--- src/rtl/taxi_axil_if.sv ---
// AXI-lite interface bundle with separate write and read slave/master modports.
interface taxi_axil_if #(
  parameter int unsigned DATA_W = 32,
  parameter int unsigned ADDR_W = 16,
  parameter int unsigned STRB_W = DATA_W / 8
) ();
  logic [ADDR_W-1:0] awaddr;
  logic              awvalid;
  logic              awready;
  logic [DATA_W-1:0] wdata;
  logic [STRB_W-1:0] wstrb;
  logic              wvalid;
  logic              wready;
  logic [1:0]        bresp;
  logic              bvalid;
  logic              bready;
  logic [ADDR_W-1:0] araddr;
  logic              arvalid;
  logic              arready;
  logic [DATA_W-1:0] rdata;
  logic [1:0]        rresp;
  logic              rvalid;
  logic              rready;

  modport wr_slv (
    input  awaddr, awvalid, wdata, wstrb, wvalid, bready,
    output awready, wready, bresp, bvalid
  );
  modport rd_slv (
    input  araddr, arvalid, rready,
    output arready, rdata, rresp, rvalid
  );
  modport wr_mst (
    output awaddr, awvalid, wdata, wstrb, wvalid, bready,
    input  awready, wready, bresp, bvalid
  );
  modport rd_mst (
    output araddr, arvalid, rready,
    input  arready, rdata, rresp, rvalid
  );
endinterface

--- src/rtl/cndm_queue_mgr.sv ---
// Multi-queue descriptor-fetch manager: per-queue AXI-lite registers and a round-robin
// request issuer. Define CNDM_QUEUE_MGR_STATS_EN for per-queue request counters at +0x10.
module cndm_queue_mgr #(
  parameter int unsigned NUM_Q          = 4,
  parameter int unsigned QN_W           = (NUM_Q > 1) ? $clog2(NUM_Q) : 1,
  parameter int unsigned DESC_SIZE_LOG2 = 4,
  parameter int unsigned ADDR_W         = 64,
  parameter int unsigned AXIL_ADDR_W    = 16
) (
  input  logic              clk,
  input  logic              rst_n,
  taxi_axil_if.wr_slv       s_axil_wr,
  taxi_axil_if.rd_slv       s_axil_rd,
  output logic              req_valid,
  input  logic              req_ready,
  output logic [QN_W-1:0]   req_qn,
  output logic [ADDR_W-1:0] req_addr,
  output logic [15:0]       req_idx,
  output logic [NUM_Q-1:0]  q_pending
);

  typedef enum logic [0:0] {StIdle, StReq} state_e;
  state_e state_q, state_d;

  logic [NUM_Q-1:0] en_q;
  logic [3:0]       size_q [NUM_Q];
  logic [15:0]      prod_q [NUM_Q];
  logic [15:0]      cons_q [NUM_Q];
  logic [63:0]      base_q [NUM_Q];
  logic [NUM_Q-1:0] pend_q;
  logic             hs_q;
  logic [QN_W-1:0]  ptr_q, qn_q;
  logic [ADDR_W-1:0] addr_q;
  logic [15:0]      idx_q;

  logic             aw_rdy_q, bvalid_q, ar_rdy_q, rvalid_q;
  logic [31:0]      rdata_q;

  logic                   wr_fire, wr_hit, rd_fire, rd_hit;
  logic [AXIL_ADDR_W-6:0] wr_qf, rd_qf;
  logic [QN_W-1:0]        wr_q, rd_q;
  logic [2:0]             wr_word, rd_word;
  logic [31:0]            wdata, rd_data;

  logic [NUM_Q-1:0] avail;
  logic             gnt_found, grant, hs;
  logic [QN_W-1:0]  gnt_qn, cand;
  logic [15:0]      gnt_cons, gnt_mask;
  logic [63:0]      gnt_off;
  logic [ADDR_W-1:0] gnt_addr;

  logic unused_bits;
  assign unused_bits = ^{s_axil_wr.awaddr[1:0], s_axil_wr.wstrb, s_axil_rd.araddr[1:0]};

  // Address decode
  assign wr_fire = aw_rdy_q && s_axil_wr.awvalid && s_axil_wr.wvalid;
  assign wr_qf   = s_axil_wr.awaddr[AXIL_ADDR_W-1:5];
  assign wr_word = s_axil_wr.awaddr[4:2];
  assign wr_q    = wr_qf[QN_W-1:0];
  assign wr_hit  = wr_fire && (32'(wr_qf) < NUM_Q);
  assign wdata   = s_axil_wr.wdata;

  assign rd_fire = ar_rdy_q && s_axil_rd.arvalid;
  assign rd_qf   = s_axil_rd.araddr[AXIL_ADDR_W-1:5];
  assign rd_word = s_axil_rd.araddr[4:2];
  assign rd_q    = rd_qf[QN_W-1:0];
  assign rd_hit  = 32'(rd_qf) < NUM_Q;

  assign s_axil_wr.awready = aw_rdy_q;
  assign s_axil_wr.wready  = aw_rdy_q;
  assign s_axil_wr.bresp   = 2'b00;
  assign s_axil_wr.bvalid  = bvalid_q;
  assign s_axil_rd.arready = ar_rdy_q;
  assign s_axil_rd.rdata   = rdata_q;
  assign s_axil_rd.rresp   = 2'b00;
  assign s_axil_rd.rvalid  = rvalid_q;

`ifdef CNDM_QUEUE_MGR_STATS_EN
  logic [31:0] stats_q [NUM_Q];

  always_ff @(posedge clk or negedge rst_n) begin
    if (!rst_n) begin
      for (int unsigned n = 0; n < NUM_Q; n++) stats_q[n] <= '0;
    end else begin
      for (int unsigned n = 0; n < NUM_Q; n++) begin
        if (hs && qn_q == QN_W'(n)) stats_q[n] <= stats_q[n] + 32'd1;
        // A clear in the same cycle as a handshake wins
        if (wr_hit && wr_q == QN_W'(n) && wr_word == 3'd4) stats_q[n] <= '0;
      end
    end
  end
`endif

  always_comb begin
    rd_data = '0;
    if (rd_hit) begin
      case (rd_word)
        3'd0:    rd_data = {12'd0, size_q[rd_q], 15'd0, en_q[rd_q]};
        3'd1:    rd_data = {cons_q[rd_q], prod_q[rd_q]};
        3'd2:    rd_data = base_q[rd_q][31:0];
        3'd3:    rd_data = base_q[rd_q][63:32];
`ifdef CNDM_QUEUE_MGR_STATS_EN
        3'd4:    rd_data = stats_q[rd_q];
`endif
        default: rd_data = '0;
      endcase
    end
  end

  always_ff @(posedge clk or negedge rst_n) begin
    if (!rst_n) begin
      aw_rdy_q <= 1'b0;
      bvalid_q <= 1'b0;
      ar_rdy_q <= 1'b0;
      rvalid_q <= 1'b0;
      rdata_q  <= '0;
    end else begin
      aw_rdy_q <= s_axil_wr.awvalid && s_axil_wr.wvalid && !bvalid_q && !aw_rdy_q;
      if (bvalid_q && s_axil_wr.bready) bvalid_q <= 1'b0;
      if (wr_fire) bvalid_q <= 1'b1;
      ar_rdy_q <= s_axil_rd.arvalid && !rvalid_q && !ar_rdy_q;
      if (rvalid_q && s_axil_rd.rready) rvalid_q <= 1'b0;
      if (rd_fire) begin
        rvalid_q <= 1'b1;
        rdata_q  <= rd_data;
      end
    end
  end

  // Per-queue control registers; a prod write to a disabled queue also resets cons
  always_ff @(posedge clk or negedge rst_n) begin
    if (!rst_n) begin
      en_q <= '0;
      for (int unsigned n = 0; n < NUM_Q; n++) begin
        size_q[n] <= '0;
        prod_q[n] <= '0;
        cons_q[n] <= '0;
        base_q[n] <= '0;
      end
    end else begin
      for (int unsigned n = 0; n < NUM_Q; n++) begin
        if (hs && qn_q == QN_W'(n)) cons_q[n] <= cons_q[n] + 16'd1;
        if (wr_hit && wr_q == QN_W'(n)) begin
          case (wr_word)
            3'd0: begin
              en_q[n]   <= wdata[0];
              size_q[n] <= wdata[19:16];
            end
            3'd1: begin
              prod_q[n] <= wdata[15:0];
              if (!en_q[n]) cons_q[n] <= wdata[15:0];
            end
            3'd2:    base_q[n][31:0]  <= wdata;
            3'd3:    base_q[n][63:32] <= wdata;
            default: ;
          endcase
        end
      end
    end
  end

  // Round-robin search from ptr+1; the queue handshaken last cycle still looks pending
  // because pend_q lags cons by one cycle, so it is masked out.
  always_comb begin
    avail = pend_q;
    if (hs_q) avail[qn_q] = 1'b0;
    gnt_found = 1'b0;
    gnt_qn    = '0;
    cand      = '0;
    for (int unsigned i = 1; i <= NUM_Q; i++) begin
      cand = QN_W'((32'(ptr_q) + i) % NUM_Q);
      if (!gnt_found && avail[cand]) begin
        gnt_found = 1'b1;
        gnt_qn    = cand;
      end
    end
    gnt_cons = cons_q[gnt_qn];
    gnt_mask = 16'((17'd1 << size_q[gnt_qn]) - 17'd1);
    gnt_off  = 64'(gnt_cons & gnt_mask) << DESC_SIZE_LOG2;
    gnt_addr = ADDR_W'(base_q[gnt_qn] + gnt_off);

    state_d = state_q;
    grant   = 1'b0;
    hs      = 1'b0;
    case (state_q)
      StIdle: begin
        if (gnt_found) begin
          state_d = StReq;
          grant   = 1'b1;
        end
      end
      StReq: begin
        if (req_ready) begin
          state_d = StIdle;
          hs      = 1'b1;
        end
      end
      default: state_d = StIdle;
    endcase
  end

  always_ff @(posedge clk or negedge rst_n) begin
    if (!rst_n) begin
      state_q <= StIdle;
      ptr_q   <= QN_W'(NUM_Q - 1);
      qn_q    <= '0;
      idx_q   <= '0;
      addr_q  <= '0;
      hs_q    <= 1'b0;
      pend_q  <= '0;
    end else begin
      state_q <= state_d;
      hs_q    <= hs;
      if (grant) begin
        ptr_q  <= gnt_qn;
        qn_q   <= gnt_qn;
        idx_q  <= gnt_cons;
        addr_q <= gnt_addr;
      end
      for (int unsigned n = 0; n < NUM_Q; n++) begin
        pend_q[n] <= en_q[n] && (prod_q[n] != cons_q[n]);
      end
    end
  end

  assign req_valid = (state_q == StReq);
  assign req_qn    = qn_q;
  assign req_idx   = idx_q;
  assign req_addr  = addr_q;
  assign q_pending = pend_q;

endmodule

--- src/flat_wrapper.sv ---
// flat-port wrapper written by rule: the top's interface ports become plain ports
module cndm_queue_mgr_flat 
#(
  parameter int unsigned NUM_Q          = 4,
  parameter int unsigned QN_W           = (NUM_Q > 1) ? $clog2(NUM_Q) : 1,
  parameter int unsigned DESC_SIZE_LOG2 = 4,
  parameter int unsigned ADDR_W         = 64,
  parameter int unsigned AXIL_ADDR_W    = 16
)
  (clk, rst_n, req_valid, req_ready, req_qn, req_addr, req_idx, q_pending, s_axil_wr_awaddr, s_axil_wr_awvalid, s_axil_wr_wdata, s_axil_wr_wstrb, s_axil_wr_wvalid, s_axil_wr_bready, s_axil_wr_awready, s_axil_wr_wready, s_axil_wr_bresp, s_axil_wr_bvalid, s_axil_rd_araddr, s_axil_rd_arvalid, s_axil_rd_rready, s_axil_rd_arready, s_axil_rd_rdata, s_axil_rd_rresp, s_axil_rd_rvalid);
  taxi_axil_if #(.DATA_W(32), .ADDR_W(ADDR_W)) s_axil_wr_i ();
  taxi_axil_if #(.DATA_W(32), .ADDR_W(ADDR_W)) s_axil_rd_i ();
  input  logic clk;
  input  logic rst_n;
  output logic req_valid;
  input  logic req_ready;
  output logic [QN_W-1:0] req_qn;
  output logic [ADDR_W-1:0] req_addr;
  output logic [15:0] req_idx;
  output logic [NUM_Q-1:0] q_pending;
  input wire logic [$bits(s_axil_wr_i.awaddr)-1:0] s_axil_wr_awaddr;
  input wire logic [$bits(s_axil_wr_i.awvalid)-1:0] s_axil_wr_awvalid;
  input wire logic [$bits(s_axil_wr_i.wdata)-1:0] s_axil_wr_wdata;
  input wire logic [$bits(s_axil_wr_i.wstrb)-1:0] s_axil_wr_wstrb;
  input wire logic [$bits(s_axil_wr_i.wvalid)-1:0] s_axil_wr_wvalid;
  input wire logic [$bits(s_axil_wr_i.bready)-1:0] s_axil_wr_bready;
  output wire logic [$bits(s_axil_wr_i.awready)-1:0] s_axil_wr_awready;
  output wire logic [$bits(s_axil_wr_i.wready)-1:0] s_axil_wr_wready;
  output wire logic [$bits(s_axil_wr_i.bresp)-1:0] s_axil_wr_bresp;
  output wire logic [$bits(s_axil_wr_i.bvalid)-1:0] s_axil_wr_bvalid;
  input wire logic [$bits(s_axil_rd_i.araddr)-1:0] s_axil_rd_araddr;
  input wire logic [$bits(s_axil_rd_i.arvalid)-1:0] s_axil_rd_arvalid;
  input wire logic [$bits(s_axil_rd_i.rready)-1:0] s_axil_rd_rready;
  output wire logic [$bits(s_axil_rd_i.arready)-1:0] s_axil_rd_arready;
  output wire logic [$bits(s_axil_rd_i.rdata)-1:0] s_axil_rd_rdata;
  output wire logic [$bits(s_axil_rd_i.rresp)-1:0] s_axil_rd_rresp;
  output wire logic [$bits(s_axil_rd_i.rvalid)-1:0] s_axil_rd_rvalid;
  assign s_axil_wr_i.awaddr = s_axil_wr_awaddr;
  assign s_axil_wr_i.awvalid = s_axil_wr_awvalid;
  assign s_axil_wr_i.wdata = s_axil_wr_wdata;
  assign s_axil_wr_i.wstrb = s_axil_wr_wstrb;
  assign s_axil_wr_i.wvalid = s_axil_wr_wvalid;
  assign s_axil_wr_i.bready = s_axil_wr_bready;
  assign s_axil_wr_awready = s_axil_wr_i.awready;
  assign s_axil_wr_wready = s_axil_wr_i.wready;
  assign s_axil_wr_bresp = s_axil_wr_i.bresp;
  assign s_axil_wr_bvalid = s_axil_wr_i.bvalid;
  assign s_axil_rd_i.araddr = s_axil_rd_araddr;
  assign s_axil_rd_i.arvalid = s_axil_rd_arvalid;
  assign s_axil_rd_i.rready = s_axil_rd_rready;
  assign s_axil_rd_arready = s_axil_rd_i.arready;
  assign s_axil_rd_rdata = s_axil_rd_i.rdata;
  assign s_axil_rd_rresp = s_axil_rd_i.rresp;
  assign s_axil_rd_rvalid = s_axil_rd_i.rvalid;
  cndm_queue_mgr #(.NUM_Q(NUM_Q), .QN_W(QN_W), .DESC_SIZE_LOG2(DESC_SIZE_LOG2), .ADDR_W(ADDR_W), .AXIL_ADDR_W(AXIL_ADDR_W)) u_core (.clk(clk), .rst_n(rst_n), .s_axil_wr(s_axil_wr_i), .s_axil_rd(s_axil_rd_i), .req_valid(req_valid), .req_ready(req_ready), .req_qn(req_qn), .req_addr(req_addr), .req_idx(req_idx), .q_pending(q_pending));
endmodule
--- config.mk ---
export PLATFORM = sky130hd
export DESIGN_NAME = cndm_queue_mgr_flat
export DESIGN_NICKNAME = d
export VERILOG_FILES = /design/src/rtl/taxi_axil_if.sv /design/src/rtl/cndm_queue_mgr.sv /design/src/flat_wrapper.sv
export SDC_FILE = /design/constraint.sdc
export NUM_CORES = 1
export LEC_CHECK = 0
export BUFFER_PORTS_ARGS = -buffer_cell sky130_fd_sc_hd__buf_2
export CAP_MARGIN = 10
export CORE_ASPECT_RATIO = 1.1
export CORE_MARGIN = 4
export CORE_UTILIZATION = 55
export DETAILED_ROUTE_END_ITERATION = 10
export GPL_TIMING_DRIVEN = 0
export PLACE_DENSITY = 0.75
export SLEW_MARGIN = 20
export SYNTH_ARGS = -nofsm -noshare
export SYNTH_HDL_FRONTEND = slang
export SYNTH_SLANG_ARGS = --single-unit
--- constraint.sdc ---
create_clock -name clk -period 6.45 [get_ports clk]
set_clock_uncertainty 0.05 [all_clocks]
set_input_delay 1.6125 -clock clk [delete_from_list [all_inputs] [get_ports clk]]
set_output_delay 1.6125 -clock clk [all_outputs]
set_load 0.05 [all_outputs]
## Yosys cells after proc, flatten, opt, wreduce, memory -nomap -nowiden

Cells that the tools add are included.

| word-level totals | value |
|---|---|
| flip-flop bits (word level) | 530 |
| output and inout bits | 128 |

| operators by class | value |
|---|---|
| shifts and indexed selects | 1 |
| eq/ne operators | 16 |
| add/subtract/negate cells | 10 |
| magnitude comparators | 11 |
| bitwise gates (word level) | 6 |
| reduce and logical (&&, ||, !) cells | 56 |
| mux-type cells | 70 |

Operator list:

| operator | number |
|---|---|
| 16-bit two-way mux | 22 |
| 64-bit binary-select mux with 2-bit select | 2 |
| 64-bit two-way mux | 4 |
| 32-bit one-hot mux with 4 select lines | 1 |
| 16-bit binary-select mux with 2-bit select | 3 |
| 16-bit by 1-bit adder with 16-bit output, second input constant | 4 |
| 64-bit adder | 1 |
| 16-bit inequality test | 4 |
| 32-bit two-way mux | 1 |
| 2-bit AND reduction | 16 |
| 1-bit logical AND | 27 |
| 11-bit by 3-bit < comparator with 1-bit output, second input constant | 2 |
| 4-bit two-way mux | 5 |
| 1-bit two-way mux | 19 |
| 2-bit by 3-bit < comparator with 1-bit output, second input constant | 6 |
| 16-bit AND | 1 |
| 4-bit binary-select mux with 2-bit select | 2 |
| 1-bit by 4-bit left shift with 16-bit output, first input constant | 1 |
| 16-bit by 1-bit subtractor with 16-bit output, second input constant | 1 |
| 3-bit by 2-bit equality test with 1-bit output, second input constant | 4 |
| 1-bit binary-select mux with 2-bit select | 5 |
| 2-bit equality test, second input constant | 4 |
| 2-bit two-way mux | 4 |
| 1-bit zero test | 7 |
| 15 further kinds | 24 |

## Logic depth before layout (Yosys ltp)

| logic depth | value |
|---|---|
| depth in word-level cells | 27 |
| mapped depth | 31 |
| depth with buffers taken out | 24 |

## Least setup slack after synthesis

No wires, ideal clock.

| timing | value |
|---|---|
| path kind | reg-to-reg |
| start point | register u_core.qn_q[0], in the netlist u_core.req_qn[0] |
| end point | register u_core.addr_q[38], in the netlist u_core.req_addr[38] |
| period minus slack after synthesis | 6226 ps |
| cell stages (with the launch flop) | 28 |
| library setup time | 83 ps |
| required time | 6317 ps |
| slack | 224 ps |
| arrival time | 6093 ps |
| path through | dfrtp_1 buf_6 or4b_4 o21ai_2 nor2_2 buf_6 nor2_4 buf_4 buf_4 mux2i_1 mux2_2 clkbuf_1 nand3_1 ha_1 clkbuf_1 xor2_1 nor2_1 ha_1 a211oi_1 o21a_1 o41ai_1 nand2_1 o21a_1 nand3b_1 a211oi_1 nand3b_1 xor2_1 o21ai_0 |

| between the ends | value |
|---|---|
| word-level cells in the longest chain between the ends | 27 |
| elaborated cells on any way between the ends | 46 |
| classes of those cells | 2 x add/sub; 2 x order compare; 1 x shift; 30 x mux; 4 x bitwise; 7 x reduce/logical |

Ends and longest elaborated chain:

| item | line | RTL |
|---|---|---|
| start, declared | cndm_queue_mgr.sv:32 | `logic [QN_W-1:0] ptr_q, qn_q;` |
| start signal, assigned | cndm_queue_mgr.sv:216 | `qn_q <= gnt_qn;` |
| 2-bit by 3-bit < comparator with 1-bit output (implied by the code) or 2-bit by 1-bit greater-or-equal comparator with 1-bit output (tied branches) | cndm_queue_mgr.sv:166 | `if (hs_q) avail[qn_q] = 1'b0;` |
| 1-bit logical AND (implied by the code) | cndm_queue_mgr.sv:166 |  |
| 1-bit two-way mux (implied by the code) | cndm_queue_mgr.sv:166 |  |
| 1-bit demux with 2-bit select * | - |  |
| 4-bit NOT (no line) * | - |  |
| 4-bit AND (no line) * | - |  |
| 4-bit two-way mux * | cndm_queue_mgr.sv:166 |  |
| 1-bit binary-select mux with 2-bit select | cndm_queue_mgr.sv:172 | `if (!gnt_found && avail[cand]) begin` |
| [10 not listed] | - |  |
| 2-bit two-way mux | cndm_queue_mgr.sv:172 |  |
| 2-bit NOT with 3-bit output (implied by the code) | cndm_queue_mgr.sv:177, cndm_queue_mgr.sv:178, cndm_queue_mgr.sv:180 |  |
| 4-bit binary-select mux with 2-bit select | cndm_queue_mgr.sv:178 | `gnt_mask = 16'((17'd1 << size_q[gnt_qn]) - 17'd1);` |
| 4-bit two-way mux (implied by the code) (2 in a row) | cndm_queue_mgr.sv:178 |  |
| 1-bit by 4-bit left shift with 16-bit output | cndm_queue_mgr.sv:178 |  |
| 16-bit by 1-bit subtractor with 16-bit output | cndm_queue_mgr.sv:178 |  |
| 16-bit AND | cndm_queue_mgr.sv:179 | `gnt_off = 64'(gnt_cons & gnt_mask) << DESC_SIZE_LOG2;` |
| 64-bit adder | cndm_queue_mgr.sv:180 | `gnt_addr = ADDR_W'(base_q[gnt_qn] + gnt_off);` |
| end signal, assigned | cndm_queue_mgr.sv:218 | `addr_q <= gnt_addr;` |
| end, declared | cndm_queue_mgr.sv:33 | `logic [ADDR_W-1:0] addr_q;` |

Mark *: on every way between the ends. The rest lies on a longest branch, timed or not. The select of a mux whose other input is x is not followed.
A chain may end at the register's enable or synchronous reset.

## Worst setup path in the final report

| timing | value |
|---|---|
| start point | register u_core.qn_q[0], in the netlist u_core.req_qn[0] |
| end point | register u_core.addr_q[53], in the netlist u_core.req_addr[53] |

Same word-level chain as after synthesis.

==> key figures <==
STA
  • Final hold violations: 0
  • Min cycle time layout: 6.44 ns
  • Final setup viols: 0
  • Final slew viol count: 0
  • Final period util: 0.998
  • Worst-Margin Slew: 1.26 ns
  • Setup TNS: 0 ns
  • Max Freq: 155 MHz
  • Post-route setup slack: 0.0111 ns
  • Slew HR: 0.161

Cells and area
  • Layout Nets: 3305
  • Final std cells w/o fill: 3895
  • Commonest non-fill, non-tap cell in the layout: dfrtp_1
  • Syn-to-layout area delta: 15.5%
  • Commonest non-fill, non-tap cells in the layout: dfrtp_1, nand2_1, mux2_2
  • Final Cell Area: 0.0349 sq mm
  • Layout cells sized above 1: 0.293
  • Filler Cell Count: around 4300

Placement
  • Detailed Place HPWL: 95300 microns
  • Number of buffers added on ports: 186
  • DP Area: around 0.032 sq mm
  • Post-placement cell count: between 3000 and 4000
  • Dpl ws: -2.23 ns
  • Routability cong.: 1.07

Routing
  • Vias per cell: 6.84
  • Final wirelength: 127000 microns
  • Initial DRC Count: between 3000 and 4000
  • # DRC: 0
  • Detail Route Antenna Nets: 0
  • Via count: 26600
  • WL/cell: 32.7 microns
  • Pre-Repair DR Iteration Count: 8

Yosys
  • YS warnings: 0
  • Synth Instances: 2852
  • Main flop type after synthesis: dfrtp_1
  • Post-synthesis sequential area ratio: 0.440
  • Netlist cell types: 81
  • Yosys top cell area share: 0.438
  • Synth async-reset ratio: 1.00
  • Top cells by area, synth: dfrtp_1, mux2_2, mux4_2, nand2_1, xor2_1
  • Number of flops mapped to enable cells by yosys: 0
  • Syn avg cell area: 10.6 sq um
  • Seq cells post-synth: 530
  • Netlist Area Pre-Place: between 0.03 and 0.04 sq mm
  • Cell taking the most area after synthesis: dfrtp_1

Floorplanning
  • Die X: 231 microns
  • Initial core utilization: 0.559
  • Die Ht: approximately 250 microns
  • Io pins: 300
  • Core area: 0.0540 sq mm
  • DIE AREA: a little under 0.06 sq mm
  • FP Rows: 89

Clock tree
  • Num CTS Buffers: 57
  • # H-tree levels: 2
  • Clock-pin slew on the worst setup and hold paths: 0.06 ns
  • Clock Sinks: 530
  • CTS tree: yes
  • Worst-skew pair later-pin latency: approximately 0.64 ns
  • Buffers from clock root to sink, at most: 3
  • Root buffer cell: clkbuf_16

Power and ir drop
  • Pwr dens: 218 mW/mm^2
  • Max VDD drop: 277 uV
  • Power Total: roughly 7.6 mW
  • Leak pwr: 15.7 nW

Global route
  • Vias in the first global route: 26000
  • Total GRT Usage: 0.426
  • First-pass GRT wire length: around 180000 microns
  • Initial antenna violation count: 12
  • Largest net degree at the start of global routing: 104
  • Total congestion overflow: 0

Worst setup path
  • Worst r2r dst: u_core.req_addr[53]$_DFFE_PN0P_
  • Setup CP Type: reg2reg
  • Worst EP arrival: between 6 and 7 ns
  • Worst-path fanout max: 10
  • Req. time, crit path: 6.91 ns
  • Startpoint Class: register
  • Worst Setup End Kind: register
  • Critical Path Sink: u_core.req_addr[53]$_DFFE_PN0P_
  • R2R Path Start: u_core.req_qn[0]$_DFFE_PN0P_
  • R2R setup slack: between 0.01 and 0.015 ns
  • Reg2Reg Depth: 24
  • Critical path origin: u_core.req_qn[0]$_DFFE_PN0P_

Outcome
  • Outcome: complete, no violations

Job
  • Total of max-cap violations: 0

Worst hold path
  • Hold Path Stages: 1
  • Hold path start: u_core.s_axil_wr.bvalid$_DFFE_PN0P_
  • Hold Path Class: reg2reg
## cell families (layout without fill, tap and decap cells)
kind of cell             after synthesis  after routing  synth area share
buffers and inverters                244            548            0.0341
multiplexers                         533            533             0.240
flip-flops                           530            530             0.440
AO/OA/AOI/OAI                        406            406            0.0807
XOR/XNOR                             183            183            0.0531
AND/OR/NAND/NOR                      933            933             0.143
adder cells (fa/ha/maj)               22             22           0.00937
other                                  1             12          0.000124
## layout make-up
class | instances | area, sq um | share of cell area
Clock inverter | 34 | 499 | 0.0143
Antenna cell | 7 | 17.5 | 0.000503
Multi-Input combinational cell | 2082 | 16200 | 0.464
Buffer | 212 | 1070 | 0.0307
Tap cell | 728 | 911 | 0.0261
Inverter | 26 | 97.6 | 0.00280
Sequential cell | 530 | 13300 | 0.381
Clock buffer | 74 | 1660 | 0.0477
Timing Repair Buffer | 202 | 1160 | 0.0333
## state kept, by name, indices dropped and copies added, names as in the netlist
| name | flops |
|---|---|
| u_core.base_q | 256 |
| u_core.cons_q | 64 |
| u_core.en_q | 4 |
| u_core.hs_q | 1 |
| u_core.prod_q | 64 |
| u_core.ptr_q | 2 |
| u_core.q_pending | 4 |
| u_core.req_addr | 64 |
| u_core.req_idx | 16 |
| u_core.req_qn | 2 |
| u_core.req_valid | 1 |
| u_core.s_axil_rd.arready | 1 |
| u_core.s_axil_rd.rdata | 32 |
| u_core.s_axil_rd.rvalid | 1 |
| u_core.s_axil_wr.awready | 1 |
| u_core.s_axil_wr.bvalid | 1 |
| u_core.size_q | 16 |
## through the flow
| stage | util | hold WS (ns) |
|---|---|---|
| after detailed placement | 0.596 | 0.404 |
| after global routing | 0.645 | 0.433 |
| after CTS | 0.641 | 0.413 |
| final | 0.645 | 0.409 |
| after global placement | 0.593 | 0.385 |
| after floorplan | - | 0.436 |
## power breakdown
group          total, mW  leakage, nW  switching [mW]  internal [mW]
Clock               3.77         1.06            1.47           2.30
Sequential          3.37         7.14          0.0281           3.34
Combinational      0.452         7.47           0.339          0.113
Total               7.59         15.7            1.84           5.75
## routing by layer
metal / wire [microns] / global-route usage
met1: 43700 / 0.510
met2: 56100 / 0.655
met3: 14600 / 0.118
met4: 12600 / 0.326
met5: 180 / 0.0140
## worst min-delay path by stage
stage	endpoint	slack, ns
after detailed placement	u_core.s_axil_wr.awready$_DFF_PN0_	0.40
after floorplan	u_core.ptr_q[0]$_DFFE_PN1P_	0.44
after global routing	u_core.s_axil_wr.awready$_DFF_PN0_	0.43
final	u_core.s_axil_wr.awready$_DFF_PN0_	0.41
after global placement	u_core.s_axil_wr.awready$_DFF_PN0_	0.38
after CTS	u_core.s_axil_wr.awready$_DFF_PN0_	0.41
## critical path, cell delays in order, from the launching register on
cell and delay, ns:
dfrtp_2 0.46, buf_6 0.17, or4b_4 0.53, o21ai_2 0.09
nor2_2 0.09, buf_6 0.17, nor2_4 0.22, buf_12 0.17
buf_12 0.17, buf_2 0.32, clkbuf_4 0.36, buf_4 0.30
nand2_1 0.09, nand3_1 0.10, nand2_1 0.22, nor4_1 0.40
ha_1 0.33, and3_1 0.19, nand3_1 0.16, o21ai_4 0.45
o21a_2 0.25, nand4_1 0.33, nor3b_1 0.37, xnor2_1 0.17
o21ai_0 0.09
## cells in the mapped netlist, types with 3 or more instances
cell type / instances
mux2_2: 380
nor3_1: 26
nand2_1: 466
and3_1: 63
buf_2: 25
nor4_1: 17
o21bai_1: 6
a211oi_1: 11
o31ai_1: 3
nor2_1: 140
mux4_2: 115
o21ai_1: 12
and2_1: 7
or4_1: 7
ha_1: 21
nand3b_1: 4
a21oi_1: 104
nand4_1: 39
a2111oi_0: 3
nor3b_1: 4
xor2_1: 92
o21a_1: 5
inv_1: 26
clkbuf_1: 144
dfrtp_1: 528
a31oi_1: 36
nand3_1: 101
o31a_1: 6
nand2b_1: 5
buf_6: 7
a32oi_1: 5
buf_1: 34
nor3_2: 3
and4_1: 7
o21ai_0: 138
o211ai_1: 14
a211o_1: 5
buf_4: 8
a21o_1: 6
nor2b_1: 10
or3_1: 11
xnor2_1: 91
a311oi_1: 5
mux2i_1: 37
a22oi_1: 27
## what timing repair did
action / in CTS / in global routing
pin swaps: 5 / 8
endpoints found under the setup margin: 54 / 42
gates resized for setup: 83 / 45
setup buffers: 3 / 8
hold buffers: 0 / 0
No activity file was read; power rests on OpenSTA's default activity.
